===== config.mk =====
export PLATFORM = sky130hd
export DESIGN_NAME = uart_tx_bh
export DESIGN_NICKNAME = d
export VERILOG_FILES = /design/src/rtl/uart_tx_bh.sv
export SDC_FILE = /design/constraint.sdc
export NUM_CORES = 1
export LEC_CHECK = 0
export CAP_MARGIN = 10
export CORE_MARGIN = 8
export CORE_UTILIZATION = 45
export CTS_CLUSTER_DIAMETER = 40
export DETAILED_ROUTE_END_ITERATION = 8
export PLACE_DENSITY = 0.76
export RECOVER_POWER = 25
export SLEW_MARGIN = 20
export SYNTH_ARGS = -nofsm -noshare
export SYNTH_HDL_FRONTEND = slang
export SYNTH_SLANG_ARGS = --single-unit
export TNS_END_PERCENT = 20

===== constraint.sdc =====
create_clock -name clk -period 1.5 [get_ports clk]
set_input_delay 0.45 -clock clk [delete_from_list [all_inputs] [get_ports clk]]
set_output_delay 0.45 -clock clk [all_outputs]
set_load 0.01 [all_outputs]

===== src/rtl/uart_tx_bh.sv =====
// Serial transmitter: start bit, DATA_W data bits LSB first, optional even parity, one stop bit.
// Define UART_TX_PARITY_EN to include the even-parity bit between the last data bit and the stop bit.
module uart_tx_bh #(
    parameter int DATA_W       = 8,
    parameter int CLKS_PER_BIT = 4
) (
    input  logic              clk,
    input  logic              rst,
    input  logic [DATA_W-1:0] tx_data,
    input  logic              tx_valid,
    output logic              tx_ready,
    output logic              txd,
    output logic              busy
);

    localparam int CW = (CLKS_PER_BIT > 1) ? $clog2(CLKS_PER_BIT) : 1;
    localparam int BW = (DATA_W > 1) ? $clog2(DATA_W + 1) : 1;
    localparam logic [CW-1:0] BAUD_LAST = CW'(CLKS_PER_BIT - 1);
    localparam logic [BW-1:0] BIT_LAST  = BW'(DATA_W - 1);

    typedef enum logic [2:0] {
        S_IDLE   = 3'd0,
        S_START  = 3'd1,
        S_DATA   = 3'd2,
`ifdef UART_TX_PARITY_EN
        S_PARITY = 3'd3,
`endif
        S_STOP   = 3'd4
    } state_t;

    state_t            state_q, state_d;
    logic [CW-1:0]     baud_q, baud_d;
    logic [BW-1:0]     bit_q, bit_d;
    logic [DATA_W-1:0] shift_q, shift_d;
    logic              txd_q, txd_d;
    logic              ready_q, ready_d;
    logic              busy_q, busy_d;
`ifdef UART_TX_PARITY_EN
    logic              parity_q, parity_d;
`endif
    logic              baud_last;
    logic              next_bit;

    // Bit that will sit at position 0 after the next shift; a 1-bit word has none.
    generate
        if (DATA_W > 1) begin : g_next_wide
            assign next_bit = shift_q[1];
        end else begin : g_next_narrow
            assign next_bit = 1'b0;
        end
    endgenerate

    assign baud_last = (baud_q == BAUD_LAST);

    always_comb begin
        state_d  = state_q;
        baud_d   = baud_last ? '0 : baud_q + 1'b1;
        bit_d    = bit_q;
        shift_d  = shift_q;
        txd_d    = txd_q;
        ready_d  = ready_q;
        busy_d   = busy_q;
`ifdef UART_TX_PARITY_EN
        parity_d = parity_q;
`endif
        case (state_q)
            S_IDLE: begin
                baud_d = '0;
                if (tx_valid) begin
                    shift_d  = tx_data;
`ifdef UART_TX_PARITY_EN
                    parity_d = ^tx_data;
`endif
                    bit_d    = '0;
                    state_d  = S_START;
                    txd_d    = 1'b0;
                    ready_d  = 1'b0;
                    busy_d   = 1'b1;
                end
            end
            S_START: begin
                if (baud_last) begin
                    state_d = S_DATA;
                    txd_d   = shift_q[0];
                end
            end
            S_DATA: begin
                if (baud_last) begin
                    shift_d = shift_q >> 1;
                    if (bit_q == BIT_LAST) begin
                        bit_d   = '0;
`ifdef UART_TX_PARITY_EN
                        state_d = S_PARITY;
                        txd_d   = parity_q;
`else
                        state_d = S_STOP;
                        txd_d   = 1'b1;
`endif
                    end else begin
                        bit_d = bit_q + 1'b1;
                        txd_d = next_bit;
                    end
                end
            end
`ifdef UART_TX_PARITY_EN
            S_PARITY: begin
                if (baud_last) begin
                    state_d = S_STOP;
                    txd_d   = 1'b1;
                end
            end
`endif
            S_STOP: begin
                if (baud_last) begin
                    state_d = S_IDLE;
                    txd_d   = 1'b1;
                    ready_d = 1'b1;
                    busy_d  = 1'b0;
                end
            end
            default: begin
                state_d = S_IDLE;
                baud_d  = '0;
                txd_d   = 1'b1;
                ready_d = 1'b1;
                busy_d  = 1'b0;
            end
        endcase
    end

    always_ff @(posedge clk or negedge rst) begin
        if (!rst) begin
            state_q  <= S_IDLE;
            baud_q   <= '0;
            bit_q    <= '0;
            shift_q  <= '0;
            txd_q    <= 1'b1;
            ready_q  <= 1'b1;
            busy_q   <= 1'b0;
`ifdef UART_TX_PARITY_EN
            parity_q <= 1'b0;
`endif
        end else begin
            state_q  <= state_d;
            baud_q   <= baud_d;
            bit_q    <= bit_d;
            shift_q  <= shift_d;
            txd_q    <= txd_d;
            ready_q  <= ready_d;
            busy_q   <= busy_d;
`ifdef UART_TX_PARITY_EN
            parity_q <= parity_d;
`endif
        end
    end

    assign txd      = txd_q;
    assign tx_ready = ready_q;
    assign busy     = busy_q;

endmodule


### Word-level counts from Yosys, hierarchy flattened

Index checks and enable logic that the tools add are counted.

| word-level totals | value |
|---|---|
| input port bits | 11 |
| latch bits | 0 |
| register bits after elaboration | 20 |
| ROM bits | 0 |
| RAM bits | 0 |
| output and inout bits | 3 |
| memories | 0 |

| operators by class | value |
|---|---|
| add/sub/neg operators | 2 |
| bitwise operators | 1 |
| equal/unequal tests | 10 |
| multiply operators | 0 |
| shifts and indexed selects | 0 |
| divide/modulo/power cells | 0 |
| muxes and demuxes | 25 |
| reduce and logical (&&, ||, !) cells | 8 |
| $lt $le $gt $ge | 0 |

Operator list:

| operator | number |
|---|---|
| 8-bit two-way mux | 2 |
| 8-bit one-hot mux with 2 select lines | 1 |
| 3-bit two-way mux | 5 |
| 4-bit two-way mux | 3 |
| 3-bit one-hot mux with 4 select lines | 1 |
| 2-bit inequality test, second input constant | 5 |
| 4-bit one-hot mux with 2 select lines | 1 |
| 1-bit two-way mux | 7 |
| 1-bit one-hot mux with 3 select lines | 2 |
| 3-bit AND reduction | 2 |
| 5-bit AND reduction | 1 |
| 4-bit by 1-bit adder with 4-bit output, second input constant | 1 |
| 4-bit by 3-bit equality test with 1-bit output, second input constant | 1 |
| 2-bit two-way mux | 2 |
| 1-bit one-hot mux with 4 select lines | 1 |
| 4-bit AND reduction | 1 |
| 3-bit by 1-bit equality test with 1-bit output, second input constant | 1 |
| 3-bit by 2-bit equality test with 1-bit output, second input constant | 1 |
| 3-bit equality test, second input constant | 1 |
| 3-bit zero test | 1 |
| 3-bit OR reduction | 1 |
| 2-bit by 1-bit adder with 2-bit output, second input constant | 1 |
| 2-bit equality test, second input constant | 1 |
| 2-bit nonzero test | 1 |
| other kinds (2) | 2 |

### Logic depth before layout (Yosys ltp)

| depth | value |
|---|---|
| word-level depth | 4 |
| mapped depth | 6 |

### Worst setup path before layout

Ideal clock, no wire load.

| timing path | value |
|---|---|
| path type | register to register |
| start point | register baud_q[0] |
| end point | register txd_q (netlist: txd) |
| period minus slack after synthesis | 1450 ps |
| cell stages (with the launch flop) | 5 |
| setup slack | 50 ps |
| data required time | 1415 ps |
| arrival | 1365 ps |
| setup time | 85 ps |
| buffers on the path | 0 |
| cells stage by stage | dfrtp_1 ha_1 mux2i_1 a221oi_2 mux2_1 |

| between the ends | value |
|---|---|
| longest elaborated chain between the ends | 3 |

Ends and longest elaborated chain:

| element | RTL line | source |
|---|---|---|
| from (decl) | 32 | `logic [CW-1:0] baud_q, baud_d;` |
| from (signal assigned) | 145 | `baud_q <= baud_d;` |
| 2-bit equality test (*) | 53 | `assign baud_last = (baud_q == BAUD_LAST);` |
| 2-bit inequality test (no line) | -- |  |
| 4-bit AND reduction (no line) (*) | -- |  |
| to (signal assigned) | 148 | `txd_q <= txd_d;` |
| to (decl) | 35 | `logic txd_q, txd_d;` |

Every way passes the cells marked *; elsewhere a longest branch is shown, timed or not.
A chain may end at the register's enable or synchronous reset.

### Worst setup path after layout

| timing path | value |
|---|---|
| start point | register txd_q (netlist: txd) |
| end point | output txd |

RTL lines:

| element | RTL line | source |
|---|---|---|
| to (decl) | 12 | `output logic txd,` |

No word-level cell between the ends.

==> results.md <==
- Synth warn: 0
- Setup Viol. Count Final: 0
- Worst Path Class, Setup: flip-flop to output port
- CTS Buffer Depth: 2
- Worst path depth: 1
- Routability Congestion: 0.858
- Top delay family on crit path: flip-flops
- Slowest CP cell: dfstp_2
- Gr ovfl total: 0
- Reg-to-reg setup timing slack: 0.07 ns
- Clk slew on worst S/H paths: 0.12 ns
- Top-area cell type share of the netlist area: 41.2%
- Routed len/inst: 14.1 microns
- Setup crit end: txd
- Drt drc: 0
- Ys async rst share: 100%
- Power share of the clock group: 14.1%
- Reg power frac: 39.9%
- Switch share: 35.7%
- H-Tree Depth: 1
- Root Driver: clkbuf_4
- Register area: 507 sq um
- Status: finished clean
- Die extent in x: 65.3 microns
- Reg2Reg Capture Point: txd
- Required @ worst endpoint: 1.05 ns
- CTS tree: built
- Multi-input logic area: 583 sq um
- End-of-flow core utilization: 61.4%
- Core area: 2390 sq um
- Detail Placement HPWL: 1620 microns
- Mapped Avg Cell Area: 10.7 sq um
- First-pass GRT wire length: 3680 microns
- Final Max Tran Viols: 0
- Syn nets: 116
- Main synth FF type: dfrtp_1
- Antenna violations before repair: 0
- First-pass DRT Iterations: 4
- Share of layout cells above drive strength 1: 33.6%
- CP Max Fanout: 2
- Max cap viols: 0
- Slew at the pin with the worst max-slew slack: 0.510 ns
- Fill count: 205
- N_diodes: 0
- Sequential-to-total area share from yosys stat: 46.0%
- Startpoint class of the critical path: flip-flop
- Number of buffers created by CTS: 3
- Int Power: 1.45 mW
- Total Routing Usage GR: 10.9%
- Flops & latches, synth: 20
- Vias per inst: 5.36
- Largest net degree at the start of global routing: 21
- Leakage power: 0.654 nW
- Crit share post-route: 95.8%
- Number of flops mapped to enable cells by yosys: 0
- Slew margin rel.: 66.0%
- Clk sinks: 20
- Die Span Y: 65.3 microns
- Yosys cell types: 36
- Core Rows: 18
- Final period demand of the worst path: 1.44 ns
- Fin nets: 149
- Clock skew: 0.00859 ns
- Die area: 4260 sq um
- Psw: 0.805 mW
- Vias in the first global route: 856
- Initial Util: 45.8%
- Bufs and invs on worst path: 1
- Crit path launch: txd
- RR Startpoint: baud_q[1]
- Post-Syn Instances: 102
- Combinational cell fraction of total power: 46.0%
- Most frequent cell after synthesis: dfrtp_1
- Max frequency: 696 MHz
- Area leader, netlist: dfrtp_1
- FF-to-FF path depth: 5
- Via Count: 879
- Initial DRC Count: 23
- Peak supply drop: 989 uV
- Post-route ant nets: 0
- I/O pins: 14
- Critical Path, Cell by Cell: buf_2
- Area grow syn2layout: 34.1%
- Max stage delay on crit path: 0.55 ns
- Top cells by count, synth: 18 x dfrtp_1, 16 x nand2_1, 9 x o21ai_1
- Clock Latency Late Sink: 0.31 ns
- Area contributors post-synth: dfrtp_1 41%, mux2i_1 7.3%, nand2_1 5.5%, dfstp_2 4.8%, o21ai_1 4.1%
- Pwr dens: 1540 nW/um^2
- Setup Total Neg Slack: 0 ns
- Setup crit end kind: output port
- HP Class: flip-flop to flip-flop
- CP arrival: 0.99 ns
- IO Port Bufs: 13
- Final wirelength: 2320 microns
- Fin. Hold Viols: 0
- Mapped Area: 1090 sq um
==> power by group through the flow <==
stage | combinational (mW) | clock, mW | sequential, mW
3_3_place_gp | 0.858 | 0 | 0.876
5_1_grt | 1.16 | 0.339 | 0.919
3_5_place_dp | 0.883 | 0 | 0.889
2_1_floorplan | 0.618 | 0 | 0.863
4_1_cts | 0.867 | 0.321 | 0.876
6_report | 1.04 | 0.317 | 0.899
==> layout by cell type, fill, tap and decap left out, drive strengths merged <==
| cell type | synthesis | routed |
|---|---|---|
| buf | 6 | 22 |
| dfrtp | 18 | 18 |
| nand2 | 17 | 17 |
| o21ai | 11 | 11 |
| clkdlybuf4s50 | 0 | 8 |
| mux2i | 8 | 8 |
| a21oi | 5 | 5 |
| clkbuf | 0 | 5 |
| nand2b | 4 | 4 |
| nor2 | 3 | 3 |
| nor2b | 3 | 3 |
| ha | 3 | 3 |
| o21a | 2 | 2 |
| nand3b | 2 | 2 |
| dfstp | 2 | 2 |
| nor4 | 2 | 2 |
| xnor2 | 1 | 1 |
| nor3 | 1 | 1 |
| nand3 | 1 | 1 |
| nor3b | 1 | 1 |
| and2 | 1 | 1 |
| o41ai | 1 | 1 |
| and3b | 1 | 1 |
| inv | 1 | 1 |
| a221oi | 1 | 1 |
| mux2 | 1 | 1 |
| o22a | 1 | 1 |
| o32a | 1 | 1 |
| o21bai | 1 | 1 |
| o2bb2ai | 1 | 1 |
| o31ai | 1 | 1 |
| a31o | 1 | 1 |
| dlygate4sd3 | 0 | 1 |
| dlymetal6s2s | 0 | 1 |
| clkdlybuf4s15 | 0 | 1 |
==> sequential cells by signal, indices dropped and copies added, names as in the netlist <==
register / count
state_q: 3
shift_q: 8
txd: 1
busy: 1
tx_ready: 1
bit_q: 4
baud_q: 2
==> layer usage <==
layer	vias to the layer above	GRT usage [%]	routed length, microns
met5	-	0	0
met4	0	5.72	29
met3	4	3.23	104
met2	19	17.5	1200
met1	433	12.9	987
li1	423	-	-
==> worst min path at each step <==
stage	end	start	depth (start not counted)	slack [ns]
after CTS	state_q[1]	rst	2	0.47
after global routing	state_q[1]	state_q[2]	1	0.49
after detailed placement	baud_q[0]	baud_q[0]	1	0.47
final	state_q[1]	state_q[2]	1	0.48
after global placement	baud_q[0]	baud_q[0]	1	0.46
after floorplan	baud_q[0]	rst	0	0.15
==> cell type report <==
cell class / instances / area share, %
Multi-Input combinational cell: 75 / 39.8
Sequential cell: 20 / 34.6
Timing Repair Buffer: 34 / 20.3
Tap cell: 30 / 2.56
Clock buffer: 4 / 2.48
Inverter: 1 / 0.256
==> what timing repair did <==
item,4_1_cts,5_1_grt
gates resized for setup,10,17
pin swaps,0,4
hold buffers,0,0
buffers inserted,0,6
endpoints found under the setup margin,12,14
==> per-stage QoR <==
stage          total power, mW  instance area (sq um)  cells  hold slack, ns  setup slack (ns)
5_1_grt                   2.42                   1470    164           0.490          -0.00331
2_1_floorplan             1.48                   1090    102           0.154            0.0500
4_1_cts                   2.06                   1360    158           0.469           -0.0145
3_3_place_gp              1.73                   1330    154           0.459            -0.314
6_report                  2.25                   1470    164           0.478            0.0624
3_5_place_dp              1.77                   1330    154           0.473            -0.380
==> worst register-to-register path, stage by stage, from the launching register on <==
cell      delay, ns
dfrtp_1        0.41
ha_4           0.17
buf_6          0.10
nor2b_1        0.05
a221oi_2       0.29
mux2_1         0.35
==> cell families after synthesis <==
logic type	synth area share (%)
simple gates	18.7
compound gates	17.1
flops	46.0
mux	8.36
buf+inv	5.61
fa+ha+maj	3.44
xor+xnor	0.802
Power figures use the tool's default switching activity.
